**src/rtl/id_decode_stage_pkg.sv**
```systemverilog
// Shared encodings for the decode stage and the ALU.
// Holds the MIPS opcode and funct encodings, the ALU control codes and
// the decoded control bundle passed from id_ctrl_decode to id_decode_stage.
package id_decode_stage_pkg;

    // Primary opcodes (instr[31:26])
    localparam logic [5:0] OP_RTYPE = 6'b000000;
    localparam logic [5:0] OP_J     = 6'b000010;
    localparam logic [5:0] OP_BEQ   = 6'b000100;
    localparam logic [5:0] OP_ADDI  = 6'b001000;
    localparam logic [5:0] OP_ANDI  = 6'b001100;
    localparam logic [5:0] OP_ORI   = 6'b001101;
    localparam logic [5:0] OP_XORI  = 6'b001110;
    localparam logic [5:0] OP_LUI   = 6'b001111;
    localparam logic [5:0] OP_LW    = 6'b100011;
    localparam logic [5:0] OP_SW    = 6'b101011;

    // R-type function codes (instr[5:0])
    localparam logic [5:0] FN_ADD = 6'b100000;
    localparam logic [5:0] FN_SUB = 6'b100010;
    localparam logic [5:0] FN_AND = 6'b100100;
    localparam logic [5:0] FN_OR  = 6'b100101;
    localparam logic [5:0] FN_XOR = 6'b100110;
    localparam logic [5:0] FN_NOR = 6'b100111;
    localparam logic [5:0] FN_SLT = 6'b101010;

    // ALU control codes
    typedef enum logic [7:0] {
        ALU_NOP  = 8'b00000000,
        ALU_ADD  = 8'b00100000,
        ALU_SUB  = 8'b00100010,
        ALU_AND  = 8'b00100100,
        ALU_OR   = 8'b00100101,
        ALU_XOR  = 8'b00100110,
        ALU_NOR  = 8'b00100111,
        ALU_SLT  = 8'b00101010,
        ALU_J    = 8'b01001111,
        ALU_BEQ  = 8'b01010001,
        ALU_ADDI = 8'b01010101,
        ALU_ANDI = 8'b01011001,
        ALU_ORI  = 8'b01011010,
        ALU_XORI = 8'b01011011,
        ALU_LUI  = 8'b01011100,
        ALU_LW   = 8'b11100011,
        ALU_SW   = 8'b11101011
    } aluctrl_e;

    typedef struct packed {
        aluctrl_e    alucontrol;
        logic        regwrite;
        logic        memtoreg;
        logic        memwrite;
        logic        alusrc;
        logic        regdst;
        logic        branch;
        logic        jump;
        logic [31:0] imm_ext;
        logic [4:0]  rs;
        logic [4:0]  rt;
        logic [4:0]  rd;
        logic [4:0]  wreg;
        logic [31:0] jaddr;
        logic        illegal;
    } ctrl_bundle_t;

endpackage

```
**src/rtl/id_decode_stage_ctrl_decode.sv**
```systemverilog
// Combinational MIPS instruction decoder.
// Optional feature macro: DECODE_ILLEGAL_EN (flag unlisted instructions).
// Ports:
//   instr  - instruction word
//   pc     - address of instr (used for the jump target)
//   bundle - decoded control bundle
// Unlisted instructions produce an all-zero control bundle (register
// fields and jump target still reflect the raw instruction).
module id_ctrl_decode
    import id_decode_stage_pkg::*;
(
    input  logic [31:0]  instr,
    input  logic [31:0]  pc,
    output ctrl_bundle_t bundle
);

    logic [5:0]  op;
    logic [5:0]  funct;
    logic [31:0] pc_plus4;
    logic [31:0] imm_sext;
    logic [31:0] imm_zext;
    logic        known;
    logic        unused_pc_bits;

    assign op             = instr[31:26];
    assign funct          = instr[5:0];
    assign pc_plus4       = pc + 32'd4;
    assign imm_sext       = {{16{instr[15]}}, instr[15:0]};
    assign imm_zext       = {16'h0000, instr[15:0]};
    assign unused_pc_bits = ^pc_plus4[27:0];

    always_comb begin
        bundle       = '0;
        bundle.rs    = instr[25:21];
        bundle.rt    = instr[20:16];
        bundle.rd    = instr[15:11];
        bundle.jaddr = {pc_plus4[31:28], instr[25:0], 2'b00};
        known        = 1'b1;

        case (op)
            OP_RTYPE: begin
                case (funct)
                    FN_ADD:  bundle.alucontrol = ALU_ADD;
                    FN_SUB:  bundle.alucontrol = ALU_SUB;
                    FN_AND:  bundle.alucontrol = ALU_AND;
                    FN_OR:   bundle.alucontrol = ALU_OR;
                    FN_XOR:  bundle.alucontrol = ALU_XOR;
                    FN_NOR:  bundle.alucontrol = ALU_NOR;
                    FN_SLT:  bundle.alucontrol = ALU_SLT;
                    // The all-zero word is the canonical nop and stays legal.
                    default: known = (instr == '0);
                endcase
                if (known && instr != '0) begin
                    bundle.regwrite = 1'b1;
                    bundle.regdst   = 1'b1;
                    bundle.wreg     = instr[15:11];
                end
            end
            OP_ADDI: begin
                bundle.alucontrol = ALU_ADDI;
                bundle.regwrite   = 1'b1;
                bundle.alusrc     = 1'b1;
                bundle.imm_ext    = imm_sext;
                bundle.wreg       = instr[20:16];
            end
            OP_ANDI: begin
                bundle.alucontrol = ALU_ANDI;
                bundle.regwrite   = 1'b1;
                bundle.alusrc     = 1'b1;
                bundle.imm_ext    = imm_zext;
                bundle.wreg       = instr[20:16];
            end
            OP_ORI: begin
                bundle.alucontrol = ALU_ORI;
                bundle.regwrite   = 1'b1;
                bundle.alusrc     = 1'b1;
                bundle.imm_ext    = imm_zext;
                bundle.wreg       = instr[20:16];
            end
            OP_XORI: begin
                bundle.alucontrol = ALU_XORI;
                bundle.regwrite   = 1'b1;
                bundle.alusrc     = 1'b1;
                bundle.imm_ext    = imm_zext;
                bundle.wreg       = instr[20:16];
            end
            OP_LUI: begin
                // Zero-extended; the ALU swaps halves to form imm<<16.
                bundle.alucontrol = ALU_LUI;
                bundle.regwrite   = 1'b1;
                bundle.alusrc     = 1'b1;
                bundle.imm_ext    = imm_zext;
                bundle.wreg       = instr[20:16];
            end
            OP_LW: begin
                bundle.alucontrol = ALU_LW;
                bundle.regwrite   = 1'b1;
                bundle.memtoreg   = 1'b1;
                bundle.alusrc     = 1'b1;
                bundle.imm_ext    = imm_sext;
                bundle.wreg       = instr[20:16];
            end
            OP_SW: begin
                bundle.alucontrol = ALU_SW;
                bundle.memwrite   = 1'b1;
                bundle.alusrc     = 1'b1;
                bundle.imm_ext    = imm_sext;
            end
            OP_BEQ: begin
                bundle.alucontrol = ALU_BEQ;
                bundle.branch     = 1'b1;
                bundle.imm_ext    = imm_sext;
            end
            OP_J: begin
                bundle.alucontrol = ALU_J;
                bundle.jump       = 1'b1;
            end
            default: known = 1'b0;
        endcase

`ifdef DECODE_ILLEGAL_EN
        bundle.illegal = !known;
`else
        bundle.illegal = 1'b0;
`endif
    end

endmodule

```
**src/rtl/id_decode_stage.sv**
```systemverilog
// Instruction decode pipeline stage: single-entry valid/ready register
// holding the decoded control bundle between fetch and execute.
// Optional feature macro: DECODE_ILLEGAL_EN (flag unlisted instructions).
// Ports:
//   clk, rst             - clock, synchronous active-high reset
//   in_valid/in_ready    - handshake from fetch; in_instr, in_pc payload
//   flush                - discard held bundle, refuse input this cycle
//   out_valid/out_ready  - handshake toward execute
//   alucontrol .. jump   - datapath controls
//   imm_ext, rs, rt, rd, wreg, jaddr, illegal - decoded fields
module id_decode_stage
    import id_decode_stage_pkg::*;
#(
    parameter int ALUCTRL_W = 8
) (
    input  logic                 clk,
    input  logic                 rst,
    input  logic                 in_valid,
    output logic                 in_ready,
    input  logic [31:0]          in_instr,
    input  logic [31:0]          in_pc,
    input  logic                 flush,
    output logic                 out_valid,
    input  logic                 out_ready,
    output logic [ALUCTRL_W-1:0] alucontrol,
    output logic                 regwrite,
    output logic                 memtoreg,
    output logic                 memwrite,
    output logic                 alusrc,
    output logic                 regdst,
    output logic                 branch,
    output logic                 jump,
    output logic [31:0]          imm_ext,
    output logic [4:0]           rs,
    output logic [4:0]           rt,
    output logic [4:0]           rd,
    output logic [4:0]           wreg,
    output logic [31:0]          jaddr,
    output logic                 illegal
);

    ctrl_bundle_t dec;
    ctrl_bundle_t bundle_q;
    logic         valid_q;
    logic         accept;

    id_ctrl_decode u_decode (
        .instr  (in_instr),
        .pc     (in_pc),
        .bundle (dec)
    );

    assign in_ready = !rst && !flush && (!valid_q || out_ready);
    assign accept   = in_valid && in_ready;

    always_ff @(posedge clk) begin
        if (rst) begin
            valid_q  <= 1'b0;
            bundle_q <= '0;
        end else if (flush) begin
            valid_q  <= 1'b0;
        end else if (accept) begin
            valid_q  <= 1'b1;
            bundle_q <= dec;
        end else if (out_ready) begin
            valid_q  <= 1'b0;
        end
    end

    assign out_valid  = valid_q;
    assign alucontrol = bundle_q.alucontrol;
    assign regwrite   = bundle_q.regwrite;
    assign memtoreg   = bundle_q.memtoreg;
    assign memwrite   = bundle_q.memwrite;
    assign alusrc     = bundle_q.alusrc;
    assign regdst     = bundle_q.regdst;
    assign branch     = bundle_q.branch;
    assign jump       = bundle_q.jump;
    assign imm_ext    = bundle_q.imm_ext;
    assign rs         = bundle_q.rs;
    assign rt         = bundle_q.rt;
    assign rd         = bundle_q.rd;
    assign wreg       = bundle_q.wreg;
    assign jaddr      = bundle_q.jaddr;
    assign illegal    = bundle_q.illegal;

endmodule
```
**config.mk**
```make
export PLATFORM = sky130hd
export DESIGN_NAME = id_decode_stage
export DESIGN_NICKNAME = d
export VERILOG_FILES = /design/src/rtl/id_decode_stage_pkg.sv /design/src/rtl/id_decode_stage_ctrl_decode.sv /design/src/rtl/id_decode_stage.sv
export SDC_FILE = /design/constraint.sdc
export NUM_CORES = 1
export LEC_CHECK = 0
export CORE_ASPECT_RATIO = 1.2
export CORE_UTILIZATION = 30
export DETAILED_ROUTE_END_ITERATION = 16
export PLACE_DENSITY = 0.59
export SYNTH_ARGS = -nofsm -noshare
export SYNTH_HDL_FRONTEND = slang
export SYNTH_HIERARCHICAL = 1
export SYNTH_SLANG_ARGS = --single-unit
```
**constraint.sdc**
```tcl
create_clock -name clk -period 4 [get_ports clk]
set_input_delay 0.8 -clock clk [delete_from_list [all_inputs] [get_ports clk]]
set_output_delay 0.8 -clock clk [all_outputs]
set_load 0.03 [all_outputs]
```
# --- After elaboration in Yosys (flattened, before gate mapping) ---
# Index checks and enable logic that the tools add are counted.
op_classes:
  reduce_logical: 19
  bitwise_logic: 1
  eq_ne: 16
  addsub: 1
  mux: 17
op_table:
  columns: ["op", "count"]
  rows:
  - ["8-bit one-hot mux with 10 select lines", 1]
  - ["32-bit one-hot mux with 2 select lines", 1]
  - ["6-bit equality test (second input constant)", 9]
  - ["6-bit one-hot mux with 7 select lines", 1]
  - ["32-bit by 3-bit adder with 32-bit output (second input constant)", 1]
  - ["32-bit logical NOT", 1]
  - ["32-bit nonzero test", 1]
  - ["6-bit by 4-bit equality test with 1-bit output (second input constant)", 5]
  - ["7-bit OR reduction", 2]
  - ["1-bit 2-to-1 mux", 11]
  - ["5-bit one-hot mux with 2 select lines", 1]
  - ["4-bit OR reduction", 2]
  - ["6-bit by 2-bit equality test with 1-bit output (second input constant)", 1]
  - ["6-bit by 3-bit equality test with 1-bit output (second input constant)", 1]
  - ["6-bit logical NOT", 1]
  - ["6-bit OR reduction", 1]
  - ["5-bit 2-to-1 mux", 1]
  - ["1-bit logical AND", 4]
  - ["1-bit logical NOT", 3]
  - ["1-bit one-hot mux with 2 select lines", 1]
  - ["2-bit AND reduction", 1]
  - ["2-bit nonzero test", 1]
  - ["2-bit OR reduction", 1]
  - ["1-bit logical OR", 1]
  - ["1-bit inverter", 1]
word_totals:
  out_inout_bits: 102
  regBits: 98
  elab_cells: 69

# --- Logic depth before layout (Yosys ltp) ---
logic_depth:
  ltp_word: 7
  depth_mapped: 7
  mapped_depth_nobuf: 5

# --- By module ---
# Netlist, hierarchy kept.
by_module_without_submodules:
  columns: ["mod", "n_inst", "area_per_inst_um2", "cells_each"]
  rows:
  - ["id_decode_stage", 1, 4451.8, 328]
  - ["id_ctrl_decode", 1, 1167.4, 170]

# --- Worst setup path before layout ---
# OpenSTA, ideal clock, no wires.
synth_path:
  path_kind: "input to register"
  startpoint: "in in_instr[27]"
  endpoint: "reg bundle_q (netlist bit imm_ext[17])"
  stages: 6
  setup_slack_ps: 1005
  required_ps: 3943
  t_arrival_ps: 2937
  path_cell_list: "buf_6 -> or4_4 -> nand2b_1 -> a21boi_0 -> buf_4 -> mux2_4"
synth_lines:
  columns: ["item", "line", "text"]
  rows:
  - ["start: declaration", "id_decode_stage.sv:20", "input logic [31:0] in_instr,"]
  - ["end signal: assignment", "id_decode_stage.sv:59", "bundle_q <= '0;"]
  - ["end signal: assignment", "id_decode_stage.sv:64", "bundle_q <= dec;"]
  - ["end: declaration", "id_decode_stage.sv:43", "ctrl_bundle_t bundle_q;"]

# --- Final worst setup path ---
layout_path:
  startpoint: "in out_ready"
  endpoint: "out in_ready"
layout_between:
  elab_chain_len: 2
layout_lines:
  columns: ["item", "line", "text"]
  rows:
  - ["start: declaration", "id_decode_stage.sv:24", "input logic out_ready,"]
  - ["1-bit logical OR", "id_decode_stage.sv:53", "assign in_ready = !rst && !flush && (!valid_q || out_ready);"]
  - ["1-bit logical AND", "id_decode_stage.sv:53", null]
  - ["end: declaration", "id_decode_stage.sv:19", "output logic in_ready,"]
# Every way passes these cells.

==> impl.org <==
** Run status
- The run finished with clean final reports.

** Timing
- Tightest slew margin relative to the limit :: 0.468
- Of the available clock period, the critical path in the final layout requires 0.744.
- For the pin with the worst max-slew slack, the measured transition is between 700 and 800 ps.
- Aggregate negative setup slack :: 0 ps
- Pins over their slew limit :: 0
- On the final layout, the worst clock skew is 7.73 ps.
- F_max :: 0.336 GHz
- Setup violations remaining at the end of the flow were counted as 0.
- Final hold violation count :: 0
- For the finished layout, the period the worst path requires is between 2000 and 3000 ps.
- Unrepaired setup endpoints after global routing :: false

** Finish
- ANT cells :: 0
- Number of nets in the finished design :: 664
- Fraction of final layout cells with drive strength greater than 1 :: 0.218
- Compared with the post-synthesis result, the final layout area differs by 28.3%.
- Summing all non-filler instances in the final layout gives an area of 7210 um2.
- Total of fill cells in the finished design :: 1,751

** Global routing
- Via count of the first global-routing pass :: 3,869
- In the global route stage, overall resource usage came out at 0.136.
- Entering global routing, the biggest net connects 70 pins.
- Global-route wire length before repair :: 20,700 um
- The initial antenna violation count came to 0.
- After global routing the overflow that remains totals 0.

** Placement
- The HPWL after detailed placement is 8910 um.
- Placed standard-cell area :: around 6900 um2
- At the end of routability-driven placement, the weighted congestion stood at 0.778.
- Count of buffers from port buffering :: around 170

** Synth
- Yosys mapped the design onto 42 distinct sky130hd cell types.
- Top_reg_cell synth :: dfxtp_1
- Post-synth ARST share :: 0
- Post-Syn Area per Cell :: 11.3 um2
- Of the post-synthesis cell area, the dominant cell type holds 0.360.
- Largest area contributor in the synthesized netlist :: dfxtp_1
- Counting flops and latches in the post-synthesis netlist gives just over 100.
- Most area-consuming cells after synthesis :: dfxtp_1 (36%), mux2_4 (27%), nor2b_1 (11%), buf_4 (7.9%), buf_12 (3.9%)
- Synthesis produced 498 cells.
- Cell area after synthesis :: 5620 um2
- Sequential area share after synthesis :: 0.360
- The Yosys step of the flow raised 6 warnings.
- Number of enable flip-flop cells after synthesis :: 0

** Hold path
- Worst hold-check path type :: register to register
- Start point of the worst hold path :: wreg[0]

** Clock tree
- The clock drives approximately 100 sinks.
- Buffers inserted to repair hold after CTS numbered 0.
- Number of clock buffers inserted by TritonCTS :: 9
- The tree is rooted in a clkbuf_16.
- The clock passes through at most 2 buffers.
- CTS clk-pin slew, worst paths :: 70 ps
- TritonCTS built the clock tree.
- In this run the post-CTS setup repair buffer count came out at 0.
- Post-CTS repair changed the size of 0 cells.
- The clock tree synthesis step divided the H-tree into 3 levels.
- Worst-skew pair later-pin latency :: about 350 ps

** Routing
- Routed vias :: 3,691
- Wire length on met2 :: roughly 6500 um
- Total routed wire length on the met1 layer :: around 5600 um
- Average wire length per cell after detail routing :: 15.7 um
- Remaining DRCs :: 0
- Iteration-0 DRC count of the detailed router :: around 120
- Total Routed Length :: 12,900 um
- Wire segments on met3 add up to 644 um in the final route.
- Final antenna-violating net count :: 0
- Number of vias per cell after detailed routing :: 4.48
- Highest metal layer used by the detailed router :: met4
- Detailed-routing iteration count for the pre-antenna-repair pass :: 4

** Die
- During I/O placement, the number of pins put on the boundary was 171.
- Placeable core area :: 18,200 um2
- The die covers 19,300 um2.
- Starting utilization of the core area :: 0.308
- Core Rows :: 54
- Vert. Die Dim :: 152 um
- Measured along the x axis, the die boundary spans 127 um.

** Critical path
- The worst register-to-register path begins at out_valid.
- Combined buffer and inverter count along the critical path :: 2
- Counting stages on the worst path, the most repeated cell is clkdlybuf4s50_1.
- Data arrival time of the critical path :: approximately 2200 ps
- The largest single stage delay on the critical path is 690 ps.
- Gate family responsible for the most delay along the worst path :: buffers and inverters
- Cell Chain, Critical Path :: clkdlybuf4s50_1 -> nor2b_4 -> nor3_1 -> clkdlybuf4s50_1
- Critical-path cell with the highest stage delay :: clkdlybuf4s50_1
- Launching element of the worst setup path :: out_ready
- Of all nets on the critical path, the largest fanout is 3.
- WS Path Type :: primary input to primary output
- STA classifies the critical path startpoint as a primary input.
- Worst endpoint required time :: 3200 ps
- Crit path capture type :: primary output

** Pwr
- The analysis attributes to cell leakage a power of approximately 3 nW.
- Switching power share of the total :: 0.254
- Clock share of power :: 0.384
- The share of total power dissipated in combinational logic is 0.167.
- IR analysis of the VDD net gives a maximum drop of between 0.15 and 0.2 mV.
- The internal power of the cells totals around 0.0017 W.
- Sequential share of power :: 0.449
- Net Switching :: ~0.00060 W
- PD cells :: 325 nW/um2

** Flow run
- Across the run, the number of max-cap violations was 0.
## power groups by stage
stage	registers (W)	logic, W	clock network (W)
floorplan	0.00114	0.000203	0
global placement	0.00108	0.000389	0
detailed placement	0.00108	0.000394	0
CTS	0.00105	0.000395	0.000943
global route	0.00106	0.000414	0.000982
finish	0.00105	0.000391	0.000901
## placed cells by master (no fill, tap or decap), types with 6 or more instances in the layout
| master | synthesis | final |
|---|---|---|
| a21oi_1 | 6 | 6 |
| buf_4 | 59 | 6 |
| clkbuf_16 | 0 | 9 |
| clkdlybuf4s50_1 | 0 | 167 |
| dfxtp_1 | 101 | 101 |
| mux2_4 | 100 | 100 |
| nand4_1 | 8 | 8 |
| nor2b_1 | 102 | 102 |
| nor3_1 | 8 | 8 |
| nor3b_1 | 15 | 15 |
| o21ai_0 | 6 | 6 |
## stage by stage
step                std cells  worst slack, ps  total power (W)  utilization  hold slack, ps
global placement          808              722          0.00146        0.378             580
floorplan                 500             1010          0.00134            -             718
finish                    824             1020          0.00234        0.395             610
CTS                       824             1010          0.00239        0.395             620
global route              824              941          0.00245        0.395             635
detailed placement        808              677          0.00147        0.378             594
## final timing paths
path | endpoint | slack, ps | depth (start not counted)
setup / recovery | in_ready | 1020 | 4
hold / removal | wreg[0] | 610 | 2
setup reg to reg | jaddr[25] | 1890 | 4
hold reg to reg | wreg[0] | 610 | 2
## synthesized netlist by cell type, types with 2 or more instances
master and instances:
a21boi_0 2, a21oi_1 6, a22o_1 5, and2_1 2
and3_1 3, buf_12 11, buf_2 2, buf_4 59
buf_6 2, clkbuf_1 17, dfxtp_1 101, inv_1 4
mux2_4 100, nand2_1 5, nand2b_1 2, nand3_1 2
nand3b_1 3, nand4_1 8, nor2_1 4, nor2b_1 102
nor3_1 8, nor3b_1 15, nor4_1 2, o21ai_0 6
o31ai_1 2, or2_2 5, xnor2_1 5
## sequential cells by signal (all words and copies together) (netlist names)
signal      cells
jaddr          32
branch          1
memtoreg        1
rt              5
wreg            5
jump            1
regdst          1
regwrite        1
rs              5
illegal         1
alucontrol      8
imm_ext        32
memwrite        1
out_valid       1
rd              5
alusrc          1
## layer usage
metal,vias to the layer above,track usage
met4,0,0.0442
met1,1773,0.160
met3,10,0.0391
met5,-,0
li1,1820,-
met2,88,0.236
## logic make-up after synthesis
group                     synth area share
DFF                                  0.360
other                             0.000667
AOI/OAI and AO/OA                   0.0314
buffers and inverters                0.138
muxes                                0.267
xor gates and xnor gates           0.00935
and+or+nand+nor                      0.194
## layout make-up
type / count / area, um2 / area share
Sequential cell: 101 / 2020 / 0.281
Timing Repair Buffer: 175 / 1760 / 0.244
Inverter: 4 / 15.0 / 0.00208
Clock inverter: 4 / 56.3 / 0.00781
Clock buffer: 12 / 246 / 0.0342
Tap cell: 224 / 280 / 0.0389
Multi-Input combinational cell: 304 / 2830 / 0.393
## worst register-to-register path: stages, from the launching register on
cell and delay [ps]:
dfxtp_1 320, nor2b_4 130, or4b_4 830, buf_12 380
mux2_4 340
No activity file was read; power rests on OpenSTA's default activity.
==> variant 1, RTL diff (config.mk and constraints unchanged) <==
Build with the macro `DECODE_ILLEGAL_EN` defined.
--- a/src/rtl/id_decode_stage_ctrl_decode.sv
+++ b/src/rtl/id_decode_stage_ctrl_decode.sv
@@ -6,6 +6,8 @@
 //   bundle - decoded control bundle
 // Unlisted instructions produce an all-zero control bundle (register
 // fields and jump target still reflect the raw instruction).
+`define DECODE_ILLEGAL_EN
+
 module id_ctrl_decode
     import id_decode_stage_pkg::*;
 (
Function: changed (Yosys sat finds a counterexample within 4 cycles, from zero or initial values and one cycle with rst high).
==> variant 1 against the original RTL <==
Synthesized area is 0.89% higher; via count is 0.98% higher; sequential cell count stayed put; clock power is 6.1% lower; setup slack worse by 79 ps; total power is 2.0% lower; design area is 0.80% higher; routed wire length is 6.7% higher; count of clock-buffer cells in the layout is 3 lower.
==> variant 1: results (changes against the original RTL) <==
status: complete, no violations
pin count of the biggest net entering global routing: 101 (+44%)
worst setup skew after layout: 5.35 ps (-2.38 ps)
clock network power consumption: 0.846 mW (-6.1%)
Tapcells: 252 (+13%)
proportion of cell area spent on the clock network: 3.89% (-0.31 points)
Non-clock buffers: 173 (-1.1%)
number of filler cells placed in the layout: 1784 (+1.9%)
hold_sp: imm_ext[3]$_SDFFE_PP0P_
P_comb: 0.398 mW (+2%)
fraction of final layout cells sized beyond drive strength 1: 22.5% (+0.68 points)
cell leakage power: 3.03 nW (+0.90%)
count of distinct cell types in the synthesized netlist: 51 (+21%)
# clk buffers: 9 (-3)
detailed route wirelength on metal2: 6740 um (+3.5%)
Post-Place Worst Slack: 815 ps (+138 ps)
Worst Path Arrival: 2260 ps (+80 ps)
met1 routed wirelength after detailed routing: 6230 um (+11%)
via count of the first global-routing pass: 3890 (+0.54%)
fraction of the yosys area taken by sequential cells: 35.7% (-0.32 points)
met3 GRT Util: 3.44% (-0.47 points)
area share of buffers outside the clock network: 23.8% (-0.57 points)
met1 capacity usage during global routing: 18.1% (+2.1 points)
violation count after the first detailed-routing iteration: 134 (+15%)
GR Util met2: 24.4% (+0.73 points)
routed length on met3: 650 um (+0.93%)
total routed wirelength: 13800 um (+6.7%)
Final #Nets: 668 (+0.60%)
fraction of standard cell area in multi-input logic: 40.0% (+0.76 points)
VDD IR-drop max: 0.000226 V (+22%)
Finished Layout Cells: 856 (+3.9%)
overall power of the completed layout: 2.30 mW (-2.0%)
relative area change from synthesis to final layout: 28.1% (about the same)
ranking of synthesized cells by area: dfxtp_1 36%, mux2_4 26%, nor2b_1 11%
vias per cell: 4.35 (-2.8%)
ranking of synthesized cells by instance count: 101 x dfxtp_1, 101 x nor2b_1, 100 x mux2_4
Post-Place Cells: 840 (+4.0%)
variant 1: changes by cell type in the layout (fill, tap and decap cells not counted), sizes merged, moves of 3 or more:
cell / unedited run / this run
clkinvlp: 0 / 3
clkbuf: 12 / 9
nor3b: 15 / 1
nor2: 4 / 9
and2: 2 / 17
o21ai: 6 / 3
or2: 6 / 3
nor4: 2 / 10
variant 1: kinds of logic after synthesis:
logic type	Yosys count	synth area share [%]
mux	100	26.5
other cells	1	0.0661
buf+inv	89	13.1
compound gates	27	3.82
xor+xnor	6	0.927
flops	101	35.7
simple gates	177	19.9
variant 1: worst paths after layout:
path / to / slack, ps / depth (start not counted)
worst max-delay path: in_ready / 940 / 4
worst min-delay path: imm_ext[3]$_SDFFE_PP0P_ / 610 / 2
worst max register to register: jaddr[17]$_SDFFE_PP0P_ / 1880 / 4
worst min register to register: imm_ext[3]$_SDFFE_PP0P_ / 610 / 2
==> variant 2, RTL diff (same settings) <==
Without the edit above. Make the reset (`rst`) asynchronous in one clocked block. Comments in the files are not updated.
--- a/src/rtl/id_decode_stage.sv
+++ b/src/rtl/id_decode_stage.sv
@@ -53,7 +53,7 @@
     assign in_ready = !rst && !flush && (!valid_q || out_ready);
     assign accept   = in_valid && in_ready;
 
-    always_ff @(posedge clk) begin
+    always_ff @(posedge clk or posedge rst) begin
         if (rst) begin
             valid_q  <= 1'b0;
             bundle_q <= '0;
Formal check against the unedited RTL: differs if rst is asserted again (counterexample within 4 cycles, from zero or initial values and one cycle with rst high); with rst held inactive, the same outputs for 4 cycles.
==> variant 2 against the original RTL <==
Design area shrank 1.9%; cell count fell by 13%; routed wire length shrank 3.0%; setup slack got worse by 160 ps; utilization increased by 1.8 points; synthesized area down 5.6%; sequential cell count unchanged; global-route usage increased by 0.62 points; clock skew is 3.8 ps lower; largest cell class is now sequential cells; highest routed layer unchanged.
Power is not compared: it rests on default switching activity, and its combinational part moved more than twofold at a synthesized area within 25%.
==> variant 2: results (changes against the original RTL) <==
half-perimeter wire length of the detailed placement result: 8890 um (-0.16%)
status: complete, no violations
Worst Path Arrival: 2340 ps (+160 ps)
pin slew with the least headroom to its limit: 884 ps (+86.0 ps)
highest net fanout along the worst path: 2 (-1)
worst setup skew after layout: 3.95 ps (-3.78 ps)
met3 GRT Util: 4.94% (+1.0 points)
Post-Place Cells: 702 (-13%)
violation count after the first detailed-routing iteration: 166 (+42%)
vias per cell: 4.63 (+3.4%)
detailed route wirelength on metal2: 6170 um (-5.2%)
Finished Layout Cells: 718 (-13%)
via count of the first global-routing pass: 3487 (-9.9%)
most frequently used flop master after synthesis: dfrtp_1
met1 routed wirelength after detailed routing: 5320 um (-5.2%)
ranking of synthesized cells by area: dfrtp_1 48%, mux2_4 25%, buf_4 8.4%
met1 capacity usage during global routing: 17.3% (+1.2 points)
Mean Syn Cell Area: 13.7 um^2 (+21%)
placer congestion estimate: 0.815 (+4.7%)
cell area reported after detailed placement: 6750 um^2 (-2.3%)
pin count of the biggest net entering global routing: 69 (-1.4%)
ranking of synthesized cells by instance count: 101 x dfrtp_1, 89 x mux2_4, 59 x buf_4
Async SR Flop Fraction: 100% (+100 points)
GR Util met2: 23.7% (+0.061 points)
Final #Nets: 566 (-15%)
## variant 2: kinds of logic after synthesis
logic type	share of synthesized area (%)
mux	27.5
simple gates	8.35
flops	47.7
buf+inv	12.0
compound gates	3.42
other cells	0.0707
xor+xnor	0.991
## variant 2: worst paths after layout
check | start | endpoint | slack [ps]
setup reg to reg | out_valid$_DFFE_PP0P_ | jaddr[7]$_DFFE_PP0P_ | 2110
max in group asynchronous | rst | rd[4]$_DFFE_PP0P_ | 2110
min in group asynchronous | rst | imm_ext[29]$_DFFE_PP0P_ | 1040
setup / recovery | rst | in_ready | 860
hold / removal | imm_ext[30]$_DFFE_PP0P_ | imm_ext[30]$_DFFE_PP0P_ | 510
hold reg to reg | imm_ext[30]$_DFFE_PP0P_ | imm_ext[30]$_DFFE_PP0P_ | 510
## variant 2: power groups by stage
stage / Combinational, mW / Sequential, mW / Clock [mW]
6_report: 0.913 / 1.22 / 0.949
5_1_grt: 0.962 / 1.24 / 1.02
4_1_cts: 0.925 / 1.23 / 0.982
3_5_place_dp: 0.923 / 1.24 / 0
3_3_place_gp: 0.914 / 1.24 / 0
2_1_floorplan: 0.301 / 1.49 / 0
## variant 2: layout make-up
class / count / area [um^2] / share of cell area (%)
Clock inverter: 6 / 86.3 / 1.22
Tap cell: 216 / 270 / 3.82
Sequential cell: 101 / 2530 / 35.7
Timing Repair Buffer: 176 / 1770 / 25.0
Inverter: 5 / 21.3 / 0.301
Multi-Input combinational cell: 204 / 2160 / 30.6
Clock buffer: 10 / 239 / 3.38
## variant 2: critical path: cells and delay by family
family / cells / cell delay (ps)
simple gates: 2 / 410
buf+inv: 2 / 1130
